## config.mk

```make
export PLATFORM = sky130hd
export DESIGN_NAME = seg_scan_ctrl
export DESIGN_NICKNAME = d
export VERILOG_FILES = /design/src/rtl/seg_scan_ctrl.sv
export SDC_FILE = /design/constraint.sdc
export NUM_CORES = 1
export LEC_CHECK = 0
export BUFFER_PORTS_ARGS = -buffer_cell sky130_fd_sc_hd__clkbuf_2
export CAP_MARGIN = 40
export CORE_MARGIN = 1.5
export CORE_UTILIZATION = 40
export DETAILED_ROUTE_END_ITERATION = 7
export GPL_ROUTABILITY_DRIVEN = 0
export SLEW_MARGIN = 5
export SYNTH_ARGS = -nofsm -noshare
export SYNTH_HDL_FRONTEND = slang
export SYNTH_SLANG_ARGS = --single-unit
```

## constraint.sdc

```tcl
create_clock -name clk -period 3.2 [get_ports clk]
set_input_delay 0.8 -clock clk [delete_from_list [all_inputs] [get_ports clk]]
set_output_delay 0.8 -clock clk [all_outputs]
set_load 0.01 [all_outputs]
```

## src/rtl/seg_scan_ctrl.sv

```systemverilog
// Four-digit multiplexed seven-segment scan controller with tear-free value updates.
// All outputs are registered and are computed from the state being entered.
module seg_scan_ctrl #(
  parameter int ON_TICKS    = 100000,
  parameter int BLANK_TICKS = 2000
) (
  input  logic        clk,
  input  logic        reset,
  input  logic        en,
  input  logic        load,
  input  logic [15:0] value,
  input  logic [3:0]  dp_in,
  input  logic [3:0]  blank_mask,
  output logic [3:0]  an,
  output logic [3:0]  digit,
  output logic        dp_n,
  output logic        pending,
  output logic        frame_start
);

  localparam int TMAX = (ON_TICKS > BLANK_TICKS) ? ON_TICKS : BLANK_TICKS;
  localparam int TW   = $clog2(TMAX + 1);
  localparam logic [TW-1:0] ON_LAST    = TW'(ON_TICKS - 1);
  localparam logic [TW-1:0] BLANK_LAST = TW'((BLANK_TICKS > 0) ? BLANK_TICKS - 1 : 0);
  localparam bit HAS_BLANK = (BLANK_TICKS > 0);

  typedef enum logic [1:0] {OFF, ON, BLANK} state_t;

  state_t        state, state_nx;
  logic [1:0]    slot, slot_nx;
  logic [TW-1:0] tick, tick_nx;
  logic [15:0]   display, display_nx, shadow, shadow_nx;
  logic [3:0]    dp_disp, dp_disp_nx, dp_shadow, dp_shadow_nx;
  logic          pending_nx, enter0, promote;
  logic [3:0]    an_nx, digit_nx;
  logic          dp_n_nx;

  always_ff @(posedge clk) begin
    if (reset) begin
      state       <= OFF;
      slot        <= 2'd0;
      tick        <= '0;
      display     <= 16'h0;
      dp_disp     <= 4'h0;
      shadow      <= 16'h0;
      dp_shadow   <= 4'h0;
      pending     <= 1'b0;
      an          <= 4'b1111;
      digit       <= 4'h0;
      dp_n        <= 1'b1;
      frame_start <= 1'b0;
    end else begin
      state       <= state_nx;
      slot        <= slot_nx;
      tick        <= tick_nx;
      display     <= display_nx;
      dp_disp     <= dp_disp_nx;
      shadow      <= shadow_nx;
      dp_shadow   <= dp_shadow_nx;
      pending     <= pending_nx;
      an          <= an_nx;
      digit       <= digit_nx;
      dp_n        <= dp_n_nx;
      frame_start <= enter0;
    end
  end

  always_comb begin
    state_nx = state;
    slot_nx  = slot;
    tick_nx  = tick;
    if (!en) begin
      state_nx = OFF;
      slot_nx  = 2'd0;
      tick_nx  = '0;
    end else begin
      case (state)
        OFF: begin
          state_nx = ON;
          slot_nx  = 2'd0;
          tick_nx  = '0;
        end
        ON: begin
          if (tick == ON_LAST) begin
            tick_nx = '0;
            if (HAS_BLANK) begin
              state_nx = BLANK;
            end else begin
              slot_nx = slot + 2'd1;
            end
          end else begin
            tick_nx = tick + 1'b1;
          end
        end
        BLANK: begin
          if (tick == BLANK_LAST) begin
            state_nx = ON;
            slot_nx  = slot + 2'd1;
            tick_nx  = '0;
          end else begin
            tick_nx = tick + 1'b1;
          end
        end
        default: begin
          state_nx = OFF;
          slot_nx  = 2'd0;
          tick_nx  = '0;
        end
      endcase
    end

    // Display may only change when a frame begins or while dark, so no frame ever tears.
    enter0  = (state_nx == ON) && (slot_nx == 2'd0) && !((state == ON) && (slot == 2'd0));
    promote = enter0 || (state_nx == OFF);

    display_nx   = display;
    dp_disp_nx   = dp_disp;
    shadow_nx    = shadow;
    dp_shadow_nx = dp_shadow;
    pending_nx   = pending;
    if (load) begin
      shadow_nx    = value;
      dp_shadow_nx = dp_in;
      if (promote) begin
        display_nx = value;
        dp_disp_nx = dp_in;
        pending_nx = 1'b0;
      end else begin
        pending_nx = 1'b1;
      end
    end else if (promote && pending) begin
      display_nx = shadow;
      dp_disp_nx = dp_shadow;
      pending_nx = 1'b0;
    end

    an_nx    = 4'b1111;
    dp_n_nx  = 1'b1;
    digit_nx = 4'h0;
    if (state_nx != OFF) begin
      digit_nx = display_nx[{slot_nx, 2'b00} +: 4];
    end
    if ((state_nx == ON) && !blank_mask[slot_nx]) begin
      an_nx   = ~(4'b0001 << slot_nx);
      dp_n_nx = ~dp_disp_nx[slot_nx];
    end
  end

endmodule

```

==> flow_summary.html, run 1 <==
<table>
<tr><th>Metric</th><th>Value</th></tr>
<tr><th colspan="2">Outcome</th></tr>
<tr><td>Result of the run</td><td>finished clean</td></tr>
<tr><th colspan="2">Power</th></tr>
<tr><td>Ratio of total power to cell area</td><td>477 nW/um^2</td></tr>
<tr><td>Clock share of power</td><td>0.371</td></tr>
<tr><td>Maximum ir drop on the vdd rail</td><td>0.251 mV</td></tr>
<tr><td>Share of total power in sequential cells</td><td>0.536</td></tr>
<tr><td>Static Leak</td><td>1.50 nW</td></tr>
<tr><td>Cell-internal power</td><td>1.31 mW</td></tr>
<tr><td>Fraction of power spent switching nets</td><td>0.263</td></tr>
<tr><td>Combinational power share</td><td>0.093</td></tr>
<tr><td>Final total power</td><td>1.78 mW</td></tr>
<tr><td>Net switching power</td><td>0.467 mW</td></tr>
<tr><th colspan="2">Synthesis</th></tr>
<tr><td>Cell type with the largest total area after synthesis</td><td>dfxtp_1</td></tr>
<tr><td>Fraction of synthesis flops using an asynchronous set or reset pin</td><td>0</td></tr>
<tr><td>Number of register bits inferred by synthesis</td><td>72</td></tr>
<tr><td>Synth warnings</td><td>0</td></tr>
<tr><td>Cells after Synth</td><td>355</td></tr>
<tr><td>Top cell type's share of synthesized area</td><td>0.444</td></tr>
<tr><td>Total standard cell area after synthesis</td><td>3250 um^2</td></tr>
<tr><td>Most area-consuming cells after synthesis</td><td>dfxtp_1, nor2_1, mux2i_1, ha_1, nor3_1</td></tr>
<tr><td>Synthesized area per cell</td><td>9.15 um^2</td></tr>
<tr><td>Count of unique library cells instantiated by Yosys</td><td>55</td></tr>
<tr><td>Proportion of synthesized chip area in sequential cells</td><td>0.444</td></tr>
<tr><td>Predominant post-synthesis flop cell</td><td>dfxtp_1</td></tr>
<tr><td>Number of enable-type register cells in the synthesized netlist</td><td>0</td></tr>
<tr><td>Net Count, Synth</td><td>389</td></tr>
<tr><th colspan="2">Critical path</th></tr>
<tr><td>Critical path start-end classification</td><td>reg -&gt; reg</td></tr>
<tr><td>Origin of the critical flop-to-flop path</td><td>state[1]</td></tr>
<tr><td>Arrival @ worst endpoint</td><td>3180 ps</td></tr>
<tr><td>Max stage delay on crit path</td><td>460 ps</td></tr>
<tr><td>Start point of the critical path</td><td>state[1]</td></tr>
<tr><td>Worst Setup End Kind</td><td>flop</td></tr>
<tr><td>Startpoint class of the critical path</td><td>flop</td></tr>
<tr><td>CP max-delay cell</td><td>a2111oi_0</td></tr>
<tr><td>WP data required</td><td>3410 ps</td></tr>
<tr><td>Highest net fanout along the worst path</td><td>8</td></tr>
<tr><td>Critical Path, Cell by Cell</td><td>inv_1 &gt; ha_1 &gt; and2_1 &gt; nand4_1 &gt; mux2i_1 &gt; nor3_4 &gt; a21oi_2 &gt; o21ai_0 &gt; a2111oi_0 &gt; a2111oi_1</td></tr>
<tr><th colspan="2">Cells and area</th></tr>
<tr><td>Commonest cells after routing, fill and taps aside</td><td>dfxtp_1, nor2_1, clkbuf_2</td></tr>
<tr><td>Count of filler cells inserted in the layout</td><td>772</td></tr>
<tr><td>Post-route insts no fill</td><td>502</td></tr>
<tr><td>Net count of the finished layout</td><td>429</td></tr>
<tr><td>Most common library cell in the layout ignoring fill and taps</td><td>dfxtp_1</td></tr>
<tr><td>Summed area of non-filler cells in the final layout</td><td>3730 um^2</td></tr>
<tr><td>Growth of design area from synthesis to finish</td><td>14.9%</td></tr>
<tr><td>Ratio of cells with drive above 1 in the final layout</td><td>0.183</td></tr>
<tr><td>Antenna cells</td><td>0</td></tr>
<tr><th colspan="2">CTS</th></tr>
<tr><td>Cts hold-fix bufs</td><td>0</td></tr>
<tr><td>Max Root-Sink Buffers</td><td>2</td></tr>
<tr><td>Worst-Skew Late Latency</td><td>350 ps</td></tr>
<tr><td>H-tree Lvls</td><td>3</td></tr>
<tr><td>Clock Tree Root</td><td>clkbuf_8</td></tr>
<tr><td>CTS clk-pin slew, worst paths</td><td>80 ps</td></tr>
<tr><td>TritonCTS clock tree</td><td>yes</td></tr>
<tr><td>Number of buffers created by CTS</td><td>9</td></tr>
<tr><td>Number of instances resized during post-cts repair</td><td>0</td></tr>
<tr><td>Num Clock Sinks</td><td>72</td></tr>
<tr><td>Post CTS Setup Buffer Count</td><td>0</td></tr>
<tr><th colspan="2">STA</th></tr>
<tr><td>Final clock period utilization by the worst path</td><td>0.929</td></tr>
<tr><td>Slew of the pin with the lowest slew margin</td><td>560 ps</td></tr>
<tr><td>Min Clock Period, post-route</td><td>2970 ps</td></tr>
<tr><td>Number of setup violations in the final report</td><td>0</td></tr>
<tr><td>Final Hold Fails</td><td>0</td></tr>
<tr><td>RSZ-0062 raised after global routing</td><td>false</td></tr>
<tr><td>Relative slew slack</td><td>0.627</td></tr>
<tr><td>Setup skew after layout</td><td>16.3 ps</td></tr>
<tr><td>Max Transition Viols Final</td><td>0</td></tr>
<tr><td>Achievable frequency</td><td>336 MHz</td></tr>
<tr><td>Setup TNS</td><td>0 ps</td></tr>
<tr><th colspan="2">Die</th></tr>
<tr><td>I/O Pins</td><td>39</td></tr>
<tr><td>Horizontal die dimension</td><td>93.1 um</td></tr>
<tr><td>Total die area</td><td>8670 um^2</td></tr>
<tr><td>Overall die height</td><td>93.1 um</td></tr>
<tr><td>Starting Density</td><td>0.416</td></tr>
<tr><td>Core ar.</td><td>7810 um^2</td></tr>
<tr><td>Number of rows created at floorplan</td><td>32</td></tr>
<tr><th colspan="2">Placed design</th></tr>
<tr><td>Area of placed instances</td><td>3540 um^2</td></tr>
<tr><td>HPWL Detailed</td><td>5120 um</td></tr>
<tr><td>Placed cell count</td><td>486</td></tr>
<tr><td>Count of input and output buffers</td><td>38</td></tr>
<tr><th colspan="2">Min path</th></tr>
<tr><td>Source of the worst hold timing path</td><td>tick[0]</td></tr>
<tr><td>Kind of path behind the tightest hold check</td><td>reg -&gt; reg</td></tr>
<tr><th colspan="2">Global route</th></tr>
<tr><td>Congestion Overflow GR</td><td>0</td></tr>
<tr><td>Maximum number of pins on one net before global-route repair</td><td>25</td></tr>
<tr><td>Overall global routing resource usage</td><td>0.180</td></tr>
<tr><td>Number of antenna violations at the first check in global routing</td><td>0</td></tr>
<tr><td>Vias in the first global route</td><td>2594</td></tr>
<tr><td>Global-route wire length before repair</td><td>12300 um</td></tr>
<tr><th colspan="2">Run</th></tr>
<tr><td>Number of violations of the max-capacitance limit</td><td>0</td></tr>
<tr><th colspan="2">Detailed routing</th></tr>
<tr><td>Total via count in the routed design</td><td>2666</td></tr>
<tr><td>Starting DRC count in detailed routing</td><td>86</td></tr>
<tr><td>Wire length reported by the detailed router</td><td>7090 um</td></tr>
<tr><td>Post-route DRC violation count</td><td>0</td></tr>
<tr><td>Detail-routed via count per cell</td><td>5.31</td></tr>
<tr><td>Count of antenna-violating nets left after detailed routing</td><td>0</td></tr>
<tr><td>Wire length per cell after detailed routing</td><td>14.1 um</td></tr>
<tr><td>DR pass1 iterations</td><td>4</td></tr>
</table>
==> per-stage QoR <==
stage               worst slack (ps)  hold slack [ps]   util
floorplan                        654              413      -
global placement                 365              424  0.453
detailed placement               189              436  0.453
CTS                              303              446  0.477
global route                    31.5              470  0.478
finish                           227              451  0.478
==> flip-flops by register name (all words and copies together), names as in the netlist <==
name	cells
tick	17
display	16
frame_start	1
pending	1
dp_disp	4
dp_n	1
state	2
shadow	16
slot	2
digit	4
an	4
dp_shadow	4
==> cell usage after synthesis (2+ instances only) <==
library cell,count
dfxtp_1,72
nor2_1,68
mux2i_1,24
nor3_1,15
inv_1,14
o22ai_1,12
nand2_1,11
o21ai_0,9
a21oi_1,8
nand3_1,8
xnor2_1,8
nand4_1,7
xor2_1,7
clkbuf_1,6
ha_1,6
a2111oi_1,5
nor2b_1,5
a2111oi_0,4
and3_1,4
buf_1,4
buf_2,4
nand2b_1,4
and4_1,3
o21ai_1,3
o21bai_1,3
o31ai_1,3
a211o_1,2
a211oi_1,2
a22o_1,2
and2_1,2
buf_6,2
nor4bb_1,2
o21a_1,2
o221ai_1,2
or3_1,2
==> critical path, delay by kind of cell, from the launching register on <==
family,cells,cell delay [ps]
buffers and inverters,1,110
adders and majority gates,1,300
DFF,1,430
muxes,1,430
AOI/OAI and AO/OA,4,1130
and+or+nand+nor,3,440
==> area by class of cell <==
cell class                      instances  area, um^2  share of cell area
Multi-Input combinational cell        252        1680               0.450
Sequential cell                        72        1440               0.386
Timing Repair Buffer                   46         250              0.0670
Clock buffer                           10         138              0.0369
Tap cell                              102         128              0.0342
Inverter                               14        52.6              0.0141
Clock inverter                          6        43.8              0.0117
==> power by group through the flow <==
stage               clock (mW)  combinational [mW]  sequential (mW)
global placement             0               0.163            0.974
global route             0.721               0.187            0.957
finish                   0.660               0.166            0.954
floorplan                    0               0.113            0.972
detailed placement           0               0.166            0.974
CTS                      0.682               0.167            0.953
==> layer usage <==
metal	vias to the layer above	share of wire	global-route usage
met5	-	0	0
met4	0	0.022	0.0884
met3	18	0.046	0.0528
met2	52	0.43	0.266
met1	1251	0.50	0.240
li1	1345	-	-
==> cells by family after synthesis <==
| kind of cell | Yosys count | synth area share |
|---|---|---|
| and+or+nand+nor | 140 | 0.218 |
| buffers and inverters | 31 | 0.0431 |
| xor gates and xnor gates | 15 | 0.0404 |
| muxes | 24 | 0.0739 |
| DFF | 72 | 0.444 |
| adders and majority gates | 6 | 0.0231 |
| AOI/OAI and AO/OA | 67 | 0.157 |
==> final timing paths <==
path,slack [ps],endpoint,depth (start not counted)
setup reg to reg,230,dp_n,10
hold / removal,450,tick[0],1
setup / recovery,230,dp_n,10
hold reg to reg,450,tick[0],1
Note: power is estimated with default switching activity, not from simulation.
==> inputs of run 2 (changes only) <==
CELL_PAD_IN_SITES_DETAIL_PLACEMENT = 0   (was unset)
CELL_PAD_IN_SITES_GLOBAL_PLACEMENT = 1   (was unset)
PLACE_DENSITY_LB_ADDON = 0.1   (was unset)
SETUP_SLACK_MARGIN = 0.4   (was unset)
==> run 2 against run 1 <==
Hold slack lost 6.3 ps. Clock power shrank 4.1%. Critical path depth shrank 1. Power shrank 0.40%. Critical endpoint is now display[5]. Largest cell class unchanged.
==> flow_summary.html, run 2 (synthesis gave the netlist of run 1 again) <==
<table>
<tr><th>Metric</th><th>Value</th></tr>
<tr><th colspan="2">Cells and area</th></tr>
<tr><td>Most common library cell in the layout ignoring fill and taps</td><td>nor2_1</td></tr>
<tr><td>Max reg flops</td><td>17 (unchanged)</td></tr>
<tr><td>Count of filler cells inserted in the layout</td><td>759 (-1.7%)</td></tr>
<tr><td>Post-route insts no fill</td><td>511 (+1.8%)</td></tr>
<tr><td>Largest registers</td><td>tick (17), display (16), shadow (16)</td></tr>
<tr><td>Antenna cells</td><td>0 (unchanged)</td></tr>
<tr><td>Combined flip-flop and latch cell area</td><td>1450 um^2 (+0.61%)</td></tr>
<tr><td>End-of-flow core utilization</td><td>0.504 (+0.0255)</td></tr>
<tr><td>Net count of the finished layout</td><td>438 (+2.1%)</td></tr>
<tr><td>Commonest cells after routing, fill and taps aside</td><td>nor2_1, dfxtp_1, clkbuf_2</td></tr>
<tr><td>Growth of design area from synthesis to finish</td><td>21.0%</td></tr>
<tr><td>Ratio of cells with drive above 1 in the final layout</td><td>0.259 (+0.0767)</td></tr>
<tr><td>Multi-input combinational cell area</td><td>1800 um^2 (+7.1%)</td></tr>
<tr><td>Reg with most FFs</td><td>tick</td></tr>
<tr><th colspan="2">STA</th></tr>
<tr><td>Setup TNS</td><td>0 ps (unchanged)</td></tr>
<tr><td>Slew of the pin with the lowest slew margin</td><td>570 ps (+10.4 ps)</td></tr>
<tr><td>Worst hold slack</td><td>444 ps (-6.27 ps)</td></tr>
<tr><td>Relative slew slack</td><td>0.620 (-0.00695)</td></tr>
<tr><td>Final clock period utilization by the worst path</td><td>0.830 (-0.0992)</td></tr>
<tr><td>Max Transition Viols Final</td><td>0 (unchanged)</td></tr>
<tr><td>Min Clock Period, post-route</td><td>2660 ps (-317 ps)</td></tr>
<tr><td>Number of setup violations in the final report</td><td>0 (unchanged)</td></tr>
<tr><td>Final Hold Fails</td><td>0 (unchanged)</td></tr>
<tr><td>Achievable frequency</td><td>377 MHz (+12%)</td></tr>
<tr><td>Setup skew after layout</td><td>11.7 ps (-4.52 ps)</td></tr>
<tr><td>RSZ-0062 raised after global routing</td><td>false</td></tr>
<tr><th colspan="2">Detailed routing</th></tr>
<tr><td>Post-route DRC violation count</td><td>0 (unchanged)</td></tr>
<tr><td>Total via count in the routed design</td><td>2641 (-0.94%)</td></tr>
<tr><td>DR WL met3</td><td>226 um (-31%)</td></tr>
<tr><td>Post-route met1 wirelength</td><td>3900 um (+11%)</td></tr>
<tr><td>Wire length reported by the detailed router</td><td>7510 um (+5.9%)</td></tr>
<tr><td>Starting DRC count in detailed routing</td><td>118 (+37%)</td></tr>
<tr><td>Count of antenna-violating nets left after detailed routing</td><td>0 (unchanged)</td></tr>
<tr><td>DR pass1 iterations</td><td>4 (unchanged)</td></tr>
<tr><td>Wire length per cell after detailed routing</td><td>14.7 um (+4.0%)</td></tr>
<tr><td>Detail-routed via count per cell</td><td>5.17 (-2.7%)</td></tr>
<tr><td>Highest routed metal layer</td><td>met4</td></tr>
<tr><td>Met2 layer wire length in the routed design</td><td>3260 um (+5.8%)</td></tr>
<tr><th colspan="2">CTS</th></tr>
<tr><td>Max Root-Sink Buffers</td><td>2 (unchanged)</td></tr>
<tr><td>CTS clk-pin slew, worst paths</td><td>80 ps (about the same)</td></tr>
<tr><td>TritonCTS clock tree</td><td>yes</td></tr>
<tr><td>Clock Tree Root</td><td>clkbuf_8</td></tr>
<tr><td>H-tree Lvls</td><td>3 (unchanged)</td></tr>
<tr><td>Worst-Skew Late Latency</td><td>340 ps (about the same)</td></tr>
<tr><td>Cts hold-fix bufs</td><td>0 (unchanged)</td></tr>
<tr><td>Num Clock Sinks</td><td>72 (unchanged)</td></tr>
<tr><td>Number of buffers created by CTS</td><td>9 (unchanged)</td></tr>
<tr><th colspan="2">Critical path</th></tr>
<tr><td>Max stage delay on crit path</td><td>520 ps (+60 ps)</td></tr>
<tr><td>Highest net fanout along the worst path</td><td>9 (+1)</td></tr>
<tr><td>Buf/Inv on CP</td><td>0 (-1)</td></tr>
<tr><td>Startpoint class of the critical path</td><td>flop</td></tr>
<tr><td>Worst Setup End Kind</td><td>flop</td></tr>
<tr><td>Gate family responsible for the most delay along the worst path</td><td>compound AO/OA/AOI/OAI gates</td></tr>
<tr><td>CP max-delay cell</td><td>a221o_2</td></tr>
<tr><td>Critical path start-end classification</td><td>reg -&gt; reg</td></tr>
<tr><td>WP data required</td><td>3410 ps (about the same)</td></tr>
<tr><td>Arrival @ worst endpoint</td><td>2870 ps (-310 ps)</td></tr>
<tr><td>Critical Path, Cell by Cell</td><td>ha_4 &gt; and3_4 &gt; and4b_2 &gt; nand3_2 &gt; a221o_2 &gt; a21o_2 &gt; nand3_4 &gt; nor2_1 &gt; a2111oi_1</td></tr>
<tr><th colspan="2">Power</th></tr>
<tr><td>Ratio of total power to cell area</td><td>451 nW/um^2 (-5.4%)</td></tr>
<tr><td>Static Leak</td><td>1.55 nW (+3.4%)</td></tr>
<tr><td>Combinational power share</td><td>0.105 (+0.012)</td></tr>
<tr><td>Clock share of power</td><td>0.357 (-0.014)</td></tr>
<tr><td>Fraction of power spent switching nets</td><td>0.257 (-0.00540)</td></tr>
<tr><td>Net switching power</td><td>0.456 mW (-2.5%)</td></tr>
<tr><td>Maximum ir drop on the vdd rail</td><td>0.246 mV (-1.7%)</td></tr>
<tr><td>Share of total power in sequential cells</td><td>0.539 (+0.003)</td></tr>
<tr><td>Final total power</td><td>1.77 mW (-0.40%)</td></tr>
<tr><td>Cell-internal power</td><td>1.32 mW (+0.33%)</td></tr>
<tr><th colspan="2">Placed design</th></tr>
<tr><td>Placed cell count</td><td>487 (+0.21%)</td></tr>
<tr><td>Count of input and output buffers</td><td>38 (unchanged)</td></tr>
<tr><td>HPWL Detailed</td><td>5170 um (+1.0%)</td></tr>
<tr><th colspan="2">Global route</th></tr>
<tr><td>Global-route wire length before repair</td><td>12400 um (+0.17%)</td></tr>
<tr><td>Overall global routing resource usage</td><td>0.182 (+0.00196)</td></tr>
<tr><td>Congestion Overflow GR</td><td>0 (unchanged)</td></tr>
<tr><td>Number of antenna violations at the first check in global routing</td><td>0 (unchanged)</td></tr>
<tr><td>Maximum number of pins on one net before global-route repair</td><td>29 (+16%)</td></tr>
<tr><td>Vias in the first global route</td><td>2478 (-4.5%)</td></tr>
<tr><th colspan="2">Die</th></tr>
<tr><td>Overall die height</td><td>93.1 um (unchanged)</td></tr>
<tr><td>Horizontal die dimension</td><td>93.1 um (unchanged)</td></tr>
<tr><td>I/O Pins</td><td>39 (unchanged)</td></tr>
<tr><td>Number of rows created at floorplan</td><td>32 (unchanged)</td></tr>
<tr><td>Starting Density</td><td>0.416 (unchanged)</td></tr>
<tr><td>Total die area</td><td>8670 um^2 (unchanged)</td></tr>
<tr><td>Core ar.</td><td>7810 um^2 (unchanged)</td></tr>
<tr><th colspan="2">Run</th></tr>
<tr><td>Number of violations of the max-capacitance limit</td><td>0 (unchanged)</td></tr>
<tr><th colspan="2">Min path</th></tr>
<tr><td>Kind of path behind the tightest hold check</td><td>reg -&gt; reg</td></tr>
<tr><th colspan="2">Outcome</th></tr>
<tr><td>Result of the run</td><td>finished clean</td></tr>
</table>
==> run 2: cell type report <==
class	count	share of cell area
multi-input combinational	252	0.457
sequential	72	0.369
timing repair buffer	55	0.0840
clock buffer	10	0.0350
tap	102	0.0325
inverter	14	0.0134
clock inverter	6	0.00891
==> run 2: timing repair <==
item                       CTS  global route
gates resized for setup      3            33
pin swaps                    1            11
buffers inserted             1             7
cloned                       0             0
setup endpoints to repair   15            23
==> run 2: power by group through the flow <==
stage / registers, mW / clock network (mW) / logic (mW)
after CTS: 0.954 / 0.656 / 0.175
after detailed placement: 0.975 / 0 / 0.168
after global routing: 0.959 / 0.697 / 0.207
after global placement: 0.975 / 0 / 0.167
after floorplan: 0.972 / 0 / 0.113
final: 0.955 / 0.633 / 0.185
==> run 2: metal layers <==
metal  vias to the layer above  global-route usage
li1                       1364                   -
met1                      1228               0.259
met2                        40               0.268
met3                         9              0.0350
met4                         0              0.0783
met5                         -                   0
==> run 2: worst paths after layout <==
kind / end / slack [ps] / cells after the start / startpoint
hold reg to reg: tick[0] / 440 / 1 / tick[0]
hold / removal: tick[0] / 440 / 1 / tick[0]
setup / recovery: display[5] / 540 / 9 / tick[1]
setup reg to reg: display[5] / 540 / 9 / tick[1]
==> run 2: per-stage QoR <==
stage / instance area (um^2) / worst slack, ps
after CTS: 3760 / 376
after detailed placement: 3550 / 254
after global placement: 3550 / 328
after floorplan: 3250 / 654
after global routing: 3930 / 390
final: 3930 / 545
==> inputs of run 3 (changes only) <==
clock period = 2.4 ns   (was 3.2 ns; I/O delays follow)
==> run 3 against run 2 <==
The run now ends with setup timing left. Sequential power increased by 34%. Cell area increased by 25%. Power grew 47%. Count of clock-buffer cells in the layout stayed put. Clock skew is 4.9 ps lower. Die area is the same. Combinational power increased by 100%. Critical path type unchanged. Critical endpoint is now digit[2]. Largest power group unchanged. Highest routed layer unchanged.
==> flow_summary.html, run 3 (synthesis gave the netlist of run 1 again) <==
<table>
<tr><th>Metric</th><th>Value</th></tr>
<tr><th colspan="2">Run</th></tr>
<tr><td>Number of violations of the max-capacitance limit</td><td>0 (unchanged)</td></tr>
<tr><th colspan="2">STA</th></tr>
<tr><td>Least setup slack across all paths after layout</td><td>-174 ps (-719 ps)</td></tr>
<tr><td>Setup skew after layout</td><td>6.88 ps (-4.87 ps)</td></tr>
<tr><td>Max Transition Viols Final</td><td>0 (unchanged)</td></tr>
<tr><td>Final Hold Fails</td><td>0 (unchanged)</td></tr>
<tr><td>Min Clock Period, post-route</td><td>2570 ps (-80.9 ps)</td></tr>
<tr><td>Final clock period utilization by the worst path</td><td>1.07 (+0.243)</td></tr>
<tr><td>Achievable frequency</td><td>388 MHz (+3.1%)</td></tr>
<tr><td>Setup TNS</td><td>-2220 ps (-2220 ps)</td></tr>
<tr><td>Relative slew slack</td><td>0.762 (+0.142)</td></tr>
<tr><td>Number of setup violations in the final report</td><td>23 (+23)</td></tr>
<tr><td>Slew of the pin with the lowest slew margin</td><td>356 ps (-214 ps)</td></tr>
<tr><td>RSZ-0062 raised after global routing</td><td>true</td></tr>
<tr><th colspan="2">Placed design</th></tr>
<tr><td>Area of placed instances</td><td>4000 um^2 (+13%)</td></tr>
<tr><td>HPWL Detailed</td><td>5680 um (+9.9%)</td></tr>
<tr><td>Count of input and output buffers</td><td>38 (unchanged)</td></tr>
<tr><th colspan="2">CTS</th></tr>
<tr><td>TritonCTS clock tree</td><td>yes</td></tr>
<tr><td>Clock Tree Root</td><td>clkbuf_8</td></tr>
<tr><td>Number of buffers created by CTS</td><td>9 (unchanged)</td></tr>
<tr><td>H-tree Lvls</td><td>3 (unchanged)</td></tr>
<tr><td>Num Clock Sinks</td><td>72 (unchanged)</td></tr>
<tr><td>CTS clk-pin slew, worst paths</td><td>70 ps (about the same)</td></tr>
<tr><td>Max Root-Sink Buffers</td><td>2 (unchanged)</td></tr>
<tr><td>Worst-Skew Late Latency</td><td>340 ps (about the same)</td></tr>
<tr><th colspan="2">Cells and area</th></tr>
<tr><td>Summed area of non-filler cells in the final layout</td><td>4910 um^2 (+25%)</td></tr>
<tr><td>Largest registers</td><td>tick (17), display (16), shadow (16)</td></tr>
<tr><td>Reg with most FFs</td><td>tick</td></tr>
<tr><td>End-of-flow core utilization</td><td>0.629 (+0.126)</td></tr>
<tr><td>Ratio of cells with drive above 1 in the final layout</td><td>0.449 (+0.190)</td></tr>
<tr><td>Count of filler cells inserted in the layout</td><td>666 (-12%)</td></tr>
<tr><td>Commonest cells after routing, fill and taps aside</td><td>dfxtp_1, nor2_1, buf_4</td></tr>
<tr><td>Max reg flops</td><td>17 (unchanged)</td></tr>
<tr><td>Antenna cells</td><td>0 (unchanged)</td></tr>
<tr><td>Net count of the finished layout</td><td>498 (+14%)</td></tr>
<tr><td>Growth of design area from synthesis to finish</td><td>51.2%</td></tr>
<tr><td>Most common library cell in the layout ignoring fill and taps</td><td>dfxtp_1</td></tr>
<tr><th colspan="2">Critical path</th></tr>
<tr><td>Setup slack of the most critical reg-to-reg path</td><td>-170 ps (-720 ps)</td></tr>
<tr><td>Startpoint class of the critical path</td><td>flop</td></tr>
<tr><td>Critical path start-end classification</td><td>reg -&gt; reg</td></tr>
<tr><td>Arrival @ worst endpoint</td><td>2820 ps (-50 ps)</td></tr>
<tr><td>Number of cells traversed by the worst register-to-register path</td><td>7 (-2)</td></tr>
<tr><td>CP max-delay cell</td><td>a221o_2</td></tr>
<tr><td>Worst Setup End Kind</td><td>flop</td></tr>
<tr><td>Highest net fanout along the worst path</td><td>7 (-2)</td></tr>
<tr><td>Max stage delay on crit path</td><td>480 ps (-40 ps)</td></tr>
<tr><td>Critical Path, Cell by Cell</td><td>nor4b_4 &gt; and4b_2 &gt; nand3_2 &gt; a221o_2 &gt; and2_1 &gt; or3_4 &gt; o31ai_1</td></tr>
<tr><td>WP data required</td><td>2650 ps (-760 ps)</td></tr>
<tr><th colspan="2">Die</th></tr>
<tr><td>Number of rows created at floorplan</td><td>32 (unchanged)</td></tr>
<tr><td>I/O Pins</td><td>39 (unchanged)</td></tr>
<tr><td>Starting Density</td><td>0.416 (unchanged)</td></tr>
<tr><td>Total die area</td><td>8670 um^2 (unchanged)</td></tr>
<tr><td>Core ar.</td><td>7810 um^2 (unchanged)</td></tr>
<tr><td>Overall die height</td><td>93.1 um (unchanged)</td></tr>
<tr><td>Horizontal die dimension</td><td>93.1 um (unchanged)</td></tr>
<tr><th colspan="2">Global route</th></tr>
<tr><td>Global-route wire length before repair</td><td>14100 um (+14%)</td></tr>
<tr><td>Maximum number of pins on one net before global-route repair</td><td>24 (-17%)</td></tr>
<tr><td>Vias in the first global route</td><td>2908 (+17%)</td></tr>
<tr><td>Number of antenna violations at the first check in global routing</td><td>0 (unchanged)</td></tr>
<tr><td>Congestion Overflow GR</td><td>0 (unchanged)</td></tr>
<tr><td>Overall global routing resource usage</td><td>0.206 (+0.0238)</td></tr>
<tr><th colspan="2">Min path</th></tr>
<tr><td>Kind of path behind the tightest hold check</td><td>reg -&gt; reg</td></tr>
<tr><td>Cell depth of the worst min-delay path</td><td>2 (+1)</td></tr>
<tr><th colspan="2">Power</th></tr>
<tr><td>Ratio of total power to cell area</td><td>530 nW/um^2 (+17%)</td></tr>
<tr><td>Maximum ir drop on the vdd rail</td><td>0.383 mV (+56%)</td></tr>
<tr><td>Static Leak</td><td>2.00 nW (+29%)</td></tr>
<tr><th colspan="2">Outcome</th></tr>
<tr><td>Violations in the final reports</td><td>setup timing</td></tr>
<tr><td>Result of the run</td><td>finished, violations left</td></tr>
<tr><th colspan="2">Detailed routing</th></tr>
<tr><td>Wire length reported by the detailed router</td><td>8730 um (+16%)</td></tr>
<tr><td>Post-route DRC violation count</td><td>0 (unchanged)</td></tr>
<tr><td>Total via count in the routed design</td><td>2995 (+13%)</td></tr>
<tr><td>Starting DRC count in detailed routing</td><td>97 (-18%)</td></tr>
<tr><td>Count of antenna-violating nets left after detailed routing</td><td>0 (unchanged)</td></tr>
<tr><td>Wire length per cell after detailed routing</td><td>15.3 um (+4.2%)</td></tr>
<tr><td>DR pass1 iterations</td><td>6 (+2)</td></tr>
<tr><td>Detail-routed via count per cell</td><td>5.25 (+1.7%)</td></tr>
</table>
## run 3: changes by cell type in the layout (fill, tap and decap cells not counted), sizes merged
| cell | delta |
|---|---|
| a41oi | +1 |
| buf | +58 |
| clkinvlp | -2 |
| bufinv | +1 |
| nand3 | +1 |
## run 3: area by class of cell
cell class | instances | area [um^2] | area share
repair buffers | 113 | 873 | 0.178
clock buffers | 10 | 138 | 0.0280
well taps | 102 | 128 | 0.0260
inverters | 14 | 52.6 | 0.0107
multi-input cells | 254 | 2220 | 0.451
clock inverters | 5 | 57.6 | 0.0117
flip-flops and latches | 72 | 1450 | 0.295
## run 3: final timing paths
| kind | from | endpoint |
|---|---|---|
| worst max-delay path | tick[11] | digit[2] |
| worst min register to register | dp_disp[2] | dp_disp[2] |
| worst max register to register | tick[11] | digit[2] |
| worst min-delay path | dp_disp[2] | dp_disp[2] |
## run 3: through the flow
step | std cells | hold WS (ps) | worst slack, ps | total power [mW]
2_1_floorplan | 355 | 416 | -37.9 | 1.45
3_3_place_gp | 541 | 476 | -153 | 1.55
3_5_place_dp | 541 | 485 | -238 | 1.55
4_1_cts | 567 | 466 | -135 | 2.59
5_1_grt | 570 | 488 | -283 | 2.71
6_report | 570 | 478 | -174 | 2.60
## run 3: repair_timing
action,in CTS,in global routing
gates resized for setup,96,24
cloned,3,0
setup endpoints to repair,32,32
setup buffers,8,3
hold buffers,0,0
pin swaps,47,9
## run 3: where the power goes
| part | internal [mW] | switching (mW) |
|---|---|---|
| Sequential | 1.25 | 0.0301 |
| Clock | 0.502 | 0.447 |
| Combinational | 0.184 | 0.192 |
| Total | 1.93 | 0.669 |
## run 3: per-layer routing
| layer | track usage | vias up | routed length [um] |
|---|---|---|---|
| li1 | - | 1497 | - |
| met1 | 0.289 | 1414 | 4200 |
| met2 | 0.309 | 75 | 3940 |
| met3 | 0.0569 | 9 | 473 |
| met4 | 0.0581 | 0 | 105 |
| met5 | 0 | - | 0 |
## run 3: critical path: cells and delay by family, from the launching register on
family	cells	cell delay, ps
AO/OA/AOI/OAI	2	770
flip-flops	1	350
AND/OR/NAND/NOR	5	1350
